### src/rtl/mc_ctrl.sv
// rtl/mc_ctrl.sv - multicycle MIPS-subset control FSM with sticky illegal flag.
// Optional retired-instruction counter enabled by defining MC_CTRL_PERF_EN.
module mc_ctrl (
  input  logic        clk,
  input  logic        reset,
  input  logic [5:0]  opcode,
  input  logic [5:0]  funct,
  input  logic        zero,
  input  logic        mem_ready,
  output logic [2:0]  state,
  output logic        PCWr,
  output logic        IRWr,
  output logic        RegWr,
  output logic        MemWr,
  output logic        EXTOp,
  output logic [1:0]  ALUOp,
  output logic        ALUSrc,
  output logic [1:0]  RegDst,
  output logic [1:0]  WDSel,
  output logic [1:0]  NPCOp,
  output logic        illegal,
  output logic [31:0] instr_cnt
);

  typedef enum logic [2:0] {
    S_FETCH  = 3'd0,
    S_DECODE = 3'd1,
    S_EXEC   = 3'd2,
    S_MEM    = 3'd3,
    S_WB     = 3'd4,
    S_HALT   = 3'd7
  } state_t;

  state_t r_state;
  state_t w_next;
  logic   r_illegal;

  logic w_rtype, w_addu, w_subu, w_jr, w_nop;
  logic w_ori, w_lui, w_lw, w_sw, w_beq, w_j, w_jal, w_legal;
  logic w_pcwr, w_irwr, w_regwr, w_memwr;
  logic [1:0] w_regdst, w_wdsel, w_npcop;

  assign w_rtype = (opcode == 6'b000000);
  assign w_addu  = w_rtype && (funct == 6'b100001);
  assign w_subu  = w_rtype && (funct == 6'b100011);
  assign w_jr    = w_rtype && (funct == 6'b001000);
  assign w_nop   = w_rtype && (funct == 6'b000000);
  assign w_ori   = (opcode == 6'b001101);
  assign w_lui   = (opcode == 6'b001111);
  assign w_lw    = (opcode == 6'b100011);
  assign w_sw    = (opcode == 6'b101011);
  assign w_beq   = (opcode == 6'b000100);
  assign w_j     = (opcode == 6'b000010);
  assign w_jal   = (opcode == 6'b000011);
  assign w_legal = w_addu | w_subu | w_jr | w_nop | w_ori | w_lui |
                   w_lw | w_sw | w_beq | w_j | w_jal;

  always_ff @(posedge clk or posedge reset) begin
    if (reset) begin
      r_state   <= S_FETCH;
      r_illegal <= 1'b0;
    end else begin
      r_state <= w_next;
      if (r_state == S_DECODE && !w_legal) r_illegal <= 1'b1;
    end
  end

  always_comb begin
    w_next   = r_state;
    w_pcwr   = 1'b0;
    w_irwr   = 1'b0;
    w_regwr  = 1'b0;
    w_memwr  = 1'b0;
    w_regdst = 2'b00;
    w_wdsel  = 2'b00;
    w_npcop  = 2'b00;
    case (r_state)
      S_FETCH: begin
        w_irwr = 1'b1;
        w_pcwr = 1'b1;
        w_next = S_DECODE;
      end
      S_DECODE: w_next = w_legal ? S_EXEC : S_HALT;
      S_EXEC: begin
        w_next = S_FETCH;
        if (w_addu | w_subu | w_ori | w_lui) begin
          w_next = S_WB;
        end else if (w_lw | w_sw) begin
          w_next = S_MEM;
        end else if (w_beq) begin
          w_pcwr  = zero;
          w_npcop = 2'b01;
        end else if (w_j) begin
          w_pcwr  = 1'b1;
          w_npcop = 2'b10;
        end else if (w_jal) begin
          w_pcwr   = 1'b1;
          w_npcop  = 2'b10;
          w_regwr  = 1'b1;
          w_regdst = 2'b10;
          w_wdsel  = 2'b10;
        end else if (w_jr) begin
          w_pcwr  = 1'b1;
          w_npcop = 2'b11;
        end
      end
      S_MEM: begin
        w_memwr = w_sw;
        if (mem_ready) w_next = w_sw ? S_FETCH : S_WB;
      end
      S_WB: begin
        w_regwr  = 1'b1;
        w_regdst = (w_addu | w_subu) ? 2'b01 : 2'b00;
        w_wdsel  = w_lw ? 2'b01 : 2'b00;
        w_next   = S_FETCH;
      end
      S_HALT:  w_next = S_HALT;
      default: w_next = S_HALT;
    endcase
  end

  // Write enables are gated by reset directly so an abort takes effect without a clock.
  assign PCWr    = w_pcwr  & ~reset;
  assign IRWr    = w_irwr  & ~reset;
  assign RegWr   = w_regwr & ~reset;
  assign MemWr   = w_memwr & ~reset;
  assign RegDst  = w_regdst;
  assign WDSel   = w_wdsel;
  assign NPCOp   = w_npcop;
  assign state   = r_state;
  assign illegal = r_illegal;

  assign EXTOp  = w_ori | w_lui;
  assign ALUSrc = w_ori | w_lui | w_lw | w_sw;
  always_comb begin
    ALUOp = 2'b00;
    if (w_subu | w_beq) ALUOp = 2'b01;
    else if (w_ori)     ALUOp = 2'b10;
    else if (w_lui)     ALUOp = 2'b11;
  end

`ifdef MC_CTRL_PERF_EN
  logic [31:0] r_instr_cnt;
  logic        w_retire;

  assign w_retire = (w_next == S_FETCH) &&
                    (r_state == S_EXEC || r_state == S_MEM || r_state == S_WB);

  always_ff @(posedge clk or posedge reset) begin
    if (reset)         r_instr_cnt <= 32'd0;
    else if (w_retire) r_instr_cnt <= r_instr_cnt + 32'd1;
  end

  assign instr_cnt = r_instr_cnt;
`else
  assign instr_cnt = 32'd0;
`endif

endmodule

### config.mk
export PLATFORM = sky130hd
export DESIGN_NAME = mc_ctrl
export DESIGN_NICKNAME = d
export VERILOG_FILES = /design/src/rtl/mc_ctrl.sv
export SDC_FILE = /design/constraint.sdc
export NUM_CORES = 1
export LEC_CHECK = 0
export ABC_AREA = 1
export CORE_MARGIN = 1
export CORE_UTILIZATION = 28
export CTS_BUF_LIST = sky130_fd_sc_hd__clkbuf_16
export CTS_CLUSTER_DIAMETER = 200
export DETAILED_ROUTE_END_ITERATION = 8
export PLACE_DENSITY = 0.76
export SLEW_MARGIN = 20
export SYNTH_ARGS = -nofsm -noshare
export SYNTH_HDL_FRONTEND = slang
export SYNTH_SLANG_ARGS = --single-unit
### constraint.sdc
create_clock -name clk -period 1.1 [get_ports clk]
set_input_delay 0.22 -clock clk [delete_from_list [all_inputs] [get_ports clk]]
set_output_delay 0.22 -clock clk [all_outputs]
set_load 0.02 [all_outputs]
# Word level (Yosys, flattened, before mapping)

Index checks and enable logic that the tools add are counted.

Input port bits: 16
Bits in registers: 4
Output and inout bits: 50
Word-level logic and storage cells: 88

Mux-type cells: 40
Reduce and logical (&&, ||, !) cells: 9
Bitwise logic cells: 22
Eq/ne operators: 15

Operators by type and width:

| cell               | number |
|---|---|
| $mux 2             | 16 |
| $eq 6x6->1 const B | 4 |
| $eq 6x4->1 const B | 3 |
| $or 1x1->1         | 17 |
| $mux 1             | 15 |
| $pmux 3 s5         | 1 |
| $eq 6x2->1 const B | 2 |
| $logic_not 6->1    | 2 |
| $mux 3             | 4 |
| $pmux 2 s2         | 2 |
| $eq 3x2->1 const B | 2 |
| $eq 6x3->1 const B | 1 |
| $logic_and 1x1->1  | 5 |
| $and 1x1->1        | 4 |
| $pmux 1 s2         | 2 |
| $eq 3x1->1 const B | 1 |
| $eq 3x3->1 const B | 1 |
| $logic_not 3->1    | 1 |
| $ne 2x2->1 const B | 1 |
| $logic_not 1->1    | 1 |
| $not 1->1          | 1 |

# Depth between registers and ports, before layout

Gate-level depths: netlist (run 1).

Depth in word-level cells: 14
Gate-level depth with buffers: 9
Mapped depth without buffers: 9

# Worst setup path before layout (run 1)

Ideal clock, no wire load.

Path type: register to output
Start point: reg r_state[1], in the netlist state[1]
End point: out WDSel[0]
Stages on the path, launching flop included: 4
Arrival time: 1.269 ns
Data required time: 0.880 ns
Buffers on the path: 0
Slack: -0.389 ns
Path through: dfrtp_1 > nor2_1 > nand2_1 > nor3_1

Word-level cells in the longest chain between the ends: 2
Elaborated cells on any way between the ends: 3
Those cells by class: 2 x eq/ne; 1 x mux

RTL lines:

| element                                  | line | text |
|---|---|---|
| from (decl)                              | 34   | `state_t r_state;` |
| from (signal assigned)                   | 63   | `r_state <= w_next;` |
| $eq 3x3->1 or $eq 3x2->1 (tied branches) | 77   | `case (r_state)` |
| $pmux 2 s2 (*)                           | 77   |  |
| to (decl)                                | 19   | `output logic [1:0] WDSel,` |

Every way passes the cells marked *; elsewhere a longest branch is shown, timed or not.

# Worst setup path after layout (run 1)

Start point: reg r_state[2], in the netlist state[2]
End point: out NPCOp[1]

Word-level cells in the longest chain between the ends: 2

RTL lines:

| element    | line | text |
|---|---|---|
| $eq 3x2->1 | 77   |  |
| $mux 2     | 77   |  |
| to (decl)  | 20   | `output logic [1:0] NPCOp,` |

Every way passes these cells.

==> summary.md, run 1 <==
| Metric | Value |
|---|---|
| Outcome | complete, but fails checks |
| Failing checks | setup timing |
| Mapped Cells | roughly 130 |
| Post-synthesis sequential area ratio | 13.36% |
| DRT Wirelength | between 2000 and 2500 um |
| Top layer in use | met4 |
| Simple-Gate Fraction of Synth Area | about two fifths |
| Antenna Cells | 0 |
| Post-route met1 wirelength | just over 900 um |
| Final setup fails | 20 |
| Final Skew | 0.002292 ns |
| #FFs+latches synth | 4 |
| Initial core utilization | 29.98% |
| DRT Pass-1 Iters | 4 |
| RSZ-0062 raised after global routing | true |
| TritonCTS clock tree | done |
| Tot Pwr | 2.491 mW |
| Die span in x | 53.74 um |
| Number of global-route vias before repair | 853 |
| Library cells used by synthesis | 18 |
| Vias | 937 |
| Antenna Nets Post-Route | 0 |
| Fin Hold WS | 0.3985 ns |
| Fin. Hold Viols | 0 |
| Multi-input gate area | 621.8 sq um |
| Final worst slack | -0.4624 ns |
| Synth area leader | buf_4 |
| Core area | 2500 sq um |
| Die Height | 53.74 um |
| Fillers | 209 |
| F_max | between 600 and 700 MHz |
| Mux share of post-synthesis cell area | 0% |
| Post-Place Cell Area | 1232 sq um |
| Worst Hold Class | primary input to asynchronous set/reset pin |
| CTS max path bufs | 2 |
| Largest family of logic cells by synthesized area | buffers and inverters |
| Post-synthesis xor/xnor area fraction | 0% |
| Detailed Place HPWL | 1516 um |
| Seq. cell area | 103.9 sq um |
| Max Cap Viol | 0 |
| Slew Viols, Final | 0 |
| Critical path class | flop to primary output |
| Share of layout cells above drive strength 1 | 55.38% |
| Yosys top cell area share | 33.06% |
| Die area | 2887 sq um |
| Worst R2R Setup Slack | -0.41 ns |
| Global-route wire length before repair | 3601 um |
| Clock Latency Late Sink | 0.22 ns |
| Top-Level Pins | 66 |
| Syn Area/Cell | 5.948 sq um |
| Via density | 4.164 |
| Reg2reg path depth | 10 |
| Minimum clock period | about 1.6 ns |
| CP startpoint kind | flop |
| Arrival time at the worst endpoint | 1.34 ns |
| Initial DRC count | 7 |
| Crit Reg-Reg Startpoint | state[0]$_DFFE_PP0P_ |
| Port bufs | 33 |
| FF-to-FF End | state[2]$_DFFE_PP0P_ |
| Global router's overall resource usage | 16.84% |
| PD cells | 1641 nW/um^2 |
| Critical Path RT | 0.88 ns |
| Final GP Congestion | 0.7377 |
| Synth Area in Compound Gates | 2.671% |
| Synth warn | 0 |
| Largest net degree at the start of global routing | 5 |
| Adder and majority gate portion of the synthesized area | 0% |
| Total CTS buffers | 3 |
| DRC | 0 |
| Initial antenna violation count | 0 |
| Max VDD drop | 0.001533 V |
| CTS Sinks | 4 |
| Area contributors post-synth | buf_4, dfrtp_1, nand2_1, inv_1, nor2_1 |
| Final layout net count | 212 |
| Drt wl/cell | 10.33 um |
| CTS Root Cell | clkbuf_16 |
| Core Rows | 18 |
| H-tree depth | 1 |
| Total Negative Setup Slacks | -5.967 ns |
| Clock transition at the registers of the reported paths | 0.03 ns |
| Synthesized area | 749.5 sq um |
| Tcrit/Tclk final | 142.0% |
| Critical path capture point type | primary output |
| Met2 routed WL | about 1200 um |
| Design area | 1518 sq um |
| Crit-path max FO | 4 |
| Overflow after GRT | 0 |
| Pleak | 0.8229 nW |
| Layout area overhead | 102.5% |
| Routed met3 length | 170 um |
cell usage after synthesis:
master   count
or2_1        1
buf_4       33
nor2_4       2
a21oi_1      4
nor3_2       1
nor2_2       2
nand4_1      3
nor2_1      18
dfrtp_1      4
nand3_1      5
nor3_1       5
nand2_2      2
inv_1       19
conb_1       1
inv_2        1
and2_0       1
nand3_2      1
nand2_1     23
per-layer routing:
| metal | vias up | track usage [%] |
|---|---|---|
| met5 | - | 0 |
| met4 | 0 | 5.263 |
| met3 | 5 | 2.260 |
| met2 | 51 | 32.30 |
| met1 | 420 | 18.69 |
| li1 | 461 | - |
report_power, final:
part	switching [mW]	total (mW)	internal, mW
combinational	0.835	1.58	0.744
sequential	0.114	0.337	0.223
clock	0.105	0.574	0.469
area by class of cell:
type	count	share of cell area (%)
Multi-Input combinational cell	100	40.97
Timing Repair Buffer	67	39.41
Tap cell	30	2.473
Inverter	20	5.111
Clock buffer	3	4.946
Sequential cell	4	6.843
Clock inverter	1	0.2473
critical path, cell delays in order, from the launching register on:
cell and delay, ns:
dfrtp_2 0.44, nor3_4 0.30, inv_2 0.11, a21oi_4 0.14, buf_6 0.13
state kept, by name, summed over array words and instances, names as in the netlist:
register,cells
state,3
illegal,1
how the worst max path moves through the flow:
stage,cells after the start,from,to,slack [ns]
floorplan,3,state[2]$_DFFE_PP0P_,RegWr,-0.20
global placement,9,opcode[4],PCWr,-1.20
detailed placement,9,opcode[4],PCWr,-1.26
CTS,5,state[1]$_DFFE_PP0P_,NPCOp[1],-0.45
global route,10,state[0]$_DFFE_PP0P_,state[2]$_DFFE_PP0P_,-0.51
finish,4,state[2]$_DFFE_PP0P_,NPCOp[1],-0.46
cells in the final DEF, fill, tap and decap left out, drive strengths merged:
master / count
dfrtp: 4
dlygate4sd2: 4
nor3: 6
buf: 56
a21oi: 4
inv: 21
clkbuf: 5
nor2: 22
and2: 1
nand3: 6
nand2: 25
conb: 32
or2: 1
clkdlybuf4s15: 2
clkdlybuf4s50: 3
nand4: 3
cell families after synthesis:
group,Yosys count
AO/OA/AOI/OAI,4
other,1
AND/OR/NAND/NOR,64
flip-flops,4
buffers and inverters,53
repair_timing:
item                                    in CTS  in global routing
cloned                                       0                  0
gates resized for setup                    159                 19
hold buffers                                 0                  0
pin swaps                                   18                  8
setup buffers                               11                  3
endpoints found under the setup margin      22                 22
through the flow:
| stage | utilization [%] | std cells | setup slack [ns] |
|---|---|---|---|
| global route | 60.71 | 225 | -0.5102 |
| finish | 60.71 | 225 | -0.4624 |
| detailed placement | 49.30 | 210 | -1.256 |
| global placement | 49.30 | 210 | -1.198 |
| floorplan | - | 157 | -0.1976 |
| CTS | 59.06 | 224 | -0.4481 |
No activity file was read; power rests on OpenSTA's default activity.
==> run 2, diff against run 1 <==
--- a/config.mk
+++ b/config.mk
@@ -11,6 +11,7 @@
 export CTS_BUF_LIST = sky130_fd_sc_hd__clkbuf_16
 export CTS_CLUSTER_DIAMETER = 200
 export DETAILED_ROUTE_END_ITERATION = 8
+export GPL_ROUTABILITY_DRIVEN = 0
 export PLACE_DENSITY = 0.76
 export SLEW_MARGIN = 20
 export SYNTH_ARGS = -nofsm -noshare
==> results of run 2 <==
The final DEF is identical to that of run 1; final timing and power are the same.
==> patch: new RTL, settings of run 2 <==
Add a define of `MC_CTRL_PERF_EN`.
--- a/src/rtl/mc_ctrl.sv
+++ b/src/rtl/mc_ctrl.sv
@@ -2,2 +2,4 @@
 // Optional retired-instruction counter enabled by defining MC_CTRL_PERF_EN.
+`define MC_CTRL_PERF_EN
+
 module mc_ctrl (
Check against the original RTL: not equivalent (Yosys sat finds a counterexample within 4 cycles, from zero or initial values and one cycle with reset high).
==> patch against run 2 <==
- the run still ends with setup timing left
- sequential cell count rose by 32
- combinational power rose by 33%
- highest routed layer unchanged
- synthesized area rose to 3.8 times the old value
- largest power group unchanged
- clock skew rose by 0.0039 ns
- count of clock-buffer cells in the layout rose by 2
- global-route usage rose by 7.0 points
- setup slack got worse by 0.24 ns
- routed wire length rose to 6.0 times the old value
- cell count rose to 3.5 times the old value
- via count rose to 4.5 times the old value
- total power rose by 100%
- design area rose to 3.6 times the old value
==> patch: results (changes against run 2) <==
| Metric | Value |
|---|---|
| Tot GR Track Use | `0.238 (was 0.168)` |
| Cell taking the most area after synthesis | `dfrtp_1 (was buf_4)` |
| Top cells by area, synth | `dfrtp_1, nand2_1, nor2_1 (was buf_4, dfrtp_1, nand2_1)` |
| Tightest Hold Check Type | `flip-flop to flip-flop (was input pin to async pin)` |
| Top cells by count, synth | `nand2_1, nor2_1, nand3_1 (was buf_4, nand2_1, inv_1)` |
| Share of the yosys chip area belonging to registers | `0.317 (was 0.134)` |
| CP Max Fanout | `3 (was 4)` |
| I/O Buffers | `65 (was 33)` |
| H-tree depth | `2 (was 1)` |
| Vias in the first global route | `4040 (was 853)` |
| First-pass iteration count of the detailed router | `6 (was 4)` |
| Share of post-route cells with drive strength above 1 | `0.461 (was 0.554)` |
| Status | `finished with violations (unchanged)` |
| Cells on worst reg2reg path | `11 (was 10)` |
| Critical path's largest stage delay | `0.39 ns (was 0.44 ns)` |
| Dpl ws | `-1.30 ns (was -1.26 ns)` |
| Clock Skew | `0.00619 ns (was 0.00229 ns)` |
| Failing checks | `setup timing (unchanged)` |
| Setup-failing EPs final | `77 (was 20)` |
| Int Power | `3200 uW (was 1440 uW)` |
| Largest net degree at the start of global routing | `27 (was 5)` |
| Leak pwr | `0.00269 uW (was 0.000823 uW)` |
| Dpl hpwl | `7330 um (was 1520 um)` |
| Final WS setup | `-0.702 ns (was -0.462 ns)` |
| Synth unique cells | `26 (was 18)` |
| CP max stage cell | `dfrtp_1 (was dfrtp_2)` |
| Vias | `4241 (was 937)` |
| DR iter-0 viols | `423 (was 7)` |
patch: cell type report:
class                           instances  area (um^2)
Timing Repair Buffer                  208         2100
Inverter                               42          168
Multi-Input combinational cell        365         2030
Tap cell                              133          166
Clock inverter                          3         13.8
Clock buffer                            5          125
Sequential cell                        36          917
Fill cell                             832         4300
patch: logic make-up after synthesis:
| group | count (synthesis) | share of synthesized area |
|---|---|---|
| adder cells (fa/ha/maj) | 1 | 0.00441 |
| flip-flops | 36 | 0.317 |
| XOR/XNOR | 10 | 0.0309 |
| AND/OR/NAND/NOR | 345 | 0.539 |
| AO/OA/AOI/OAI | 9 | 0.0220 |
| buffers and inverters | 53 | 0.0864 |
patch: through the flow:
step                      power (uW)  cells  hold WS (ns)  cell area, um^2  setup TNS, ns
final                           5020    792         0.472             5520         -31.35
after global routing            5110    792         0.488             5520         -33.96
after CTS                       4560    775         0.473             5200         -25.88
after detailed placement        2760    734         0.465             4480         -59.22
after global placement          2730    734         0.466             4480         -56.58
after floorplan                 2140    454         0.387             2980         -17.48
patch: repair_timing:
| item | CTS | global route |
|---|---|---|
| resized for setup | 405 | 61 |
| endpoints found under the setup margin | 86 | 84 |
| pin swaps | 31 | 26 |
| endpoints found under the hold margin | 0 | 0 |
| buffers inserted | 32 | 24 |
| gates cloned | 3 | 1 |
patch: critical path: cells and delay by family (launching register included):
kind,cells,cell delay [ns]
AND/OR/NAND/NOR,9,0.99
flip-flops,1,0.39
buffers and inverters,2,0.29
patch: worst paths after layout:
kind                                           from                        end  slack (ns)
max in group asynchronous                     reset  instr_cnt[21]$_DFFE_PP0P_        0.20
hold / removal                  illegal$_DFFE_PP0P_        illegal$_DFFE_PP0P_        0.47
setup reg to reg           instr_cnt[6]$_DFFE_PP0P_  instr_cnt[17]$_DFFE_PP0P_       -0.70
min in group asynchronous                     reset  instr_cnt[16]$_DFFE_PP0P_        0.70
setup / recovery           instr_cnt[6]$_DFFE_PP0P_  instr_cnt[17]$_DFFE_PP0P_       -0.70
hold reg to reg                 illegal$_DFFE_PP0P_        illegal$_DFFE_PP0P_        0.47
patch: power groups by stage:
stage / Combinational (uW) / Clock, uW / Sequential, uW
floorplan: 589 / 0 / 1550
global placement: 1260 / 0 / 1460
detailed placement: 1290 / 0 / 1470
CTS: 1730 / 1370 / 1460
global route: 2170 / 1440 / 1490
finish: 2100 / 1420 / 1500
patch: routing by layer:
metal  part of all wire  GRT usage  up-vias
li1                   -          -     1853
met1               0.36      0.284     1964
met2               0.48      0.406      320
met3              0.092     0.0502      104
met4              0.064      0.115        0
met5                  0          0        -
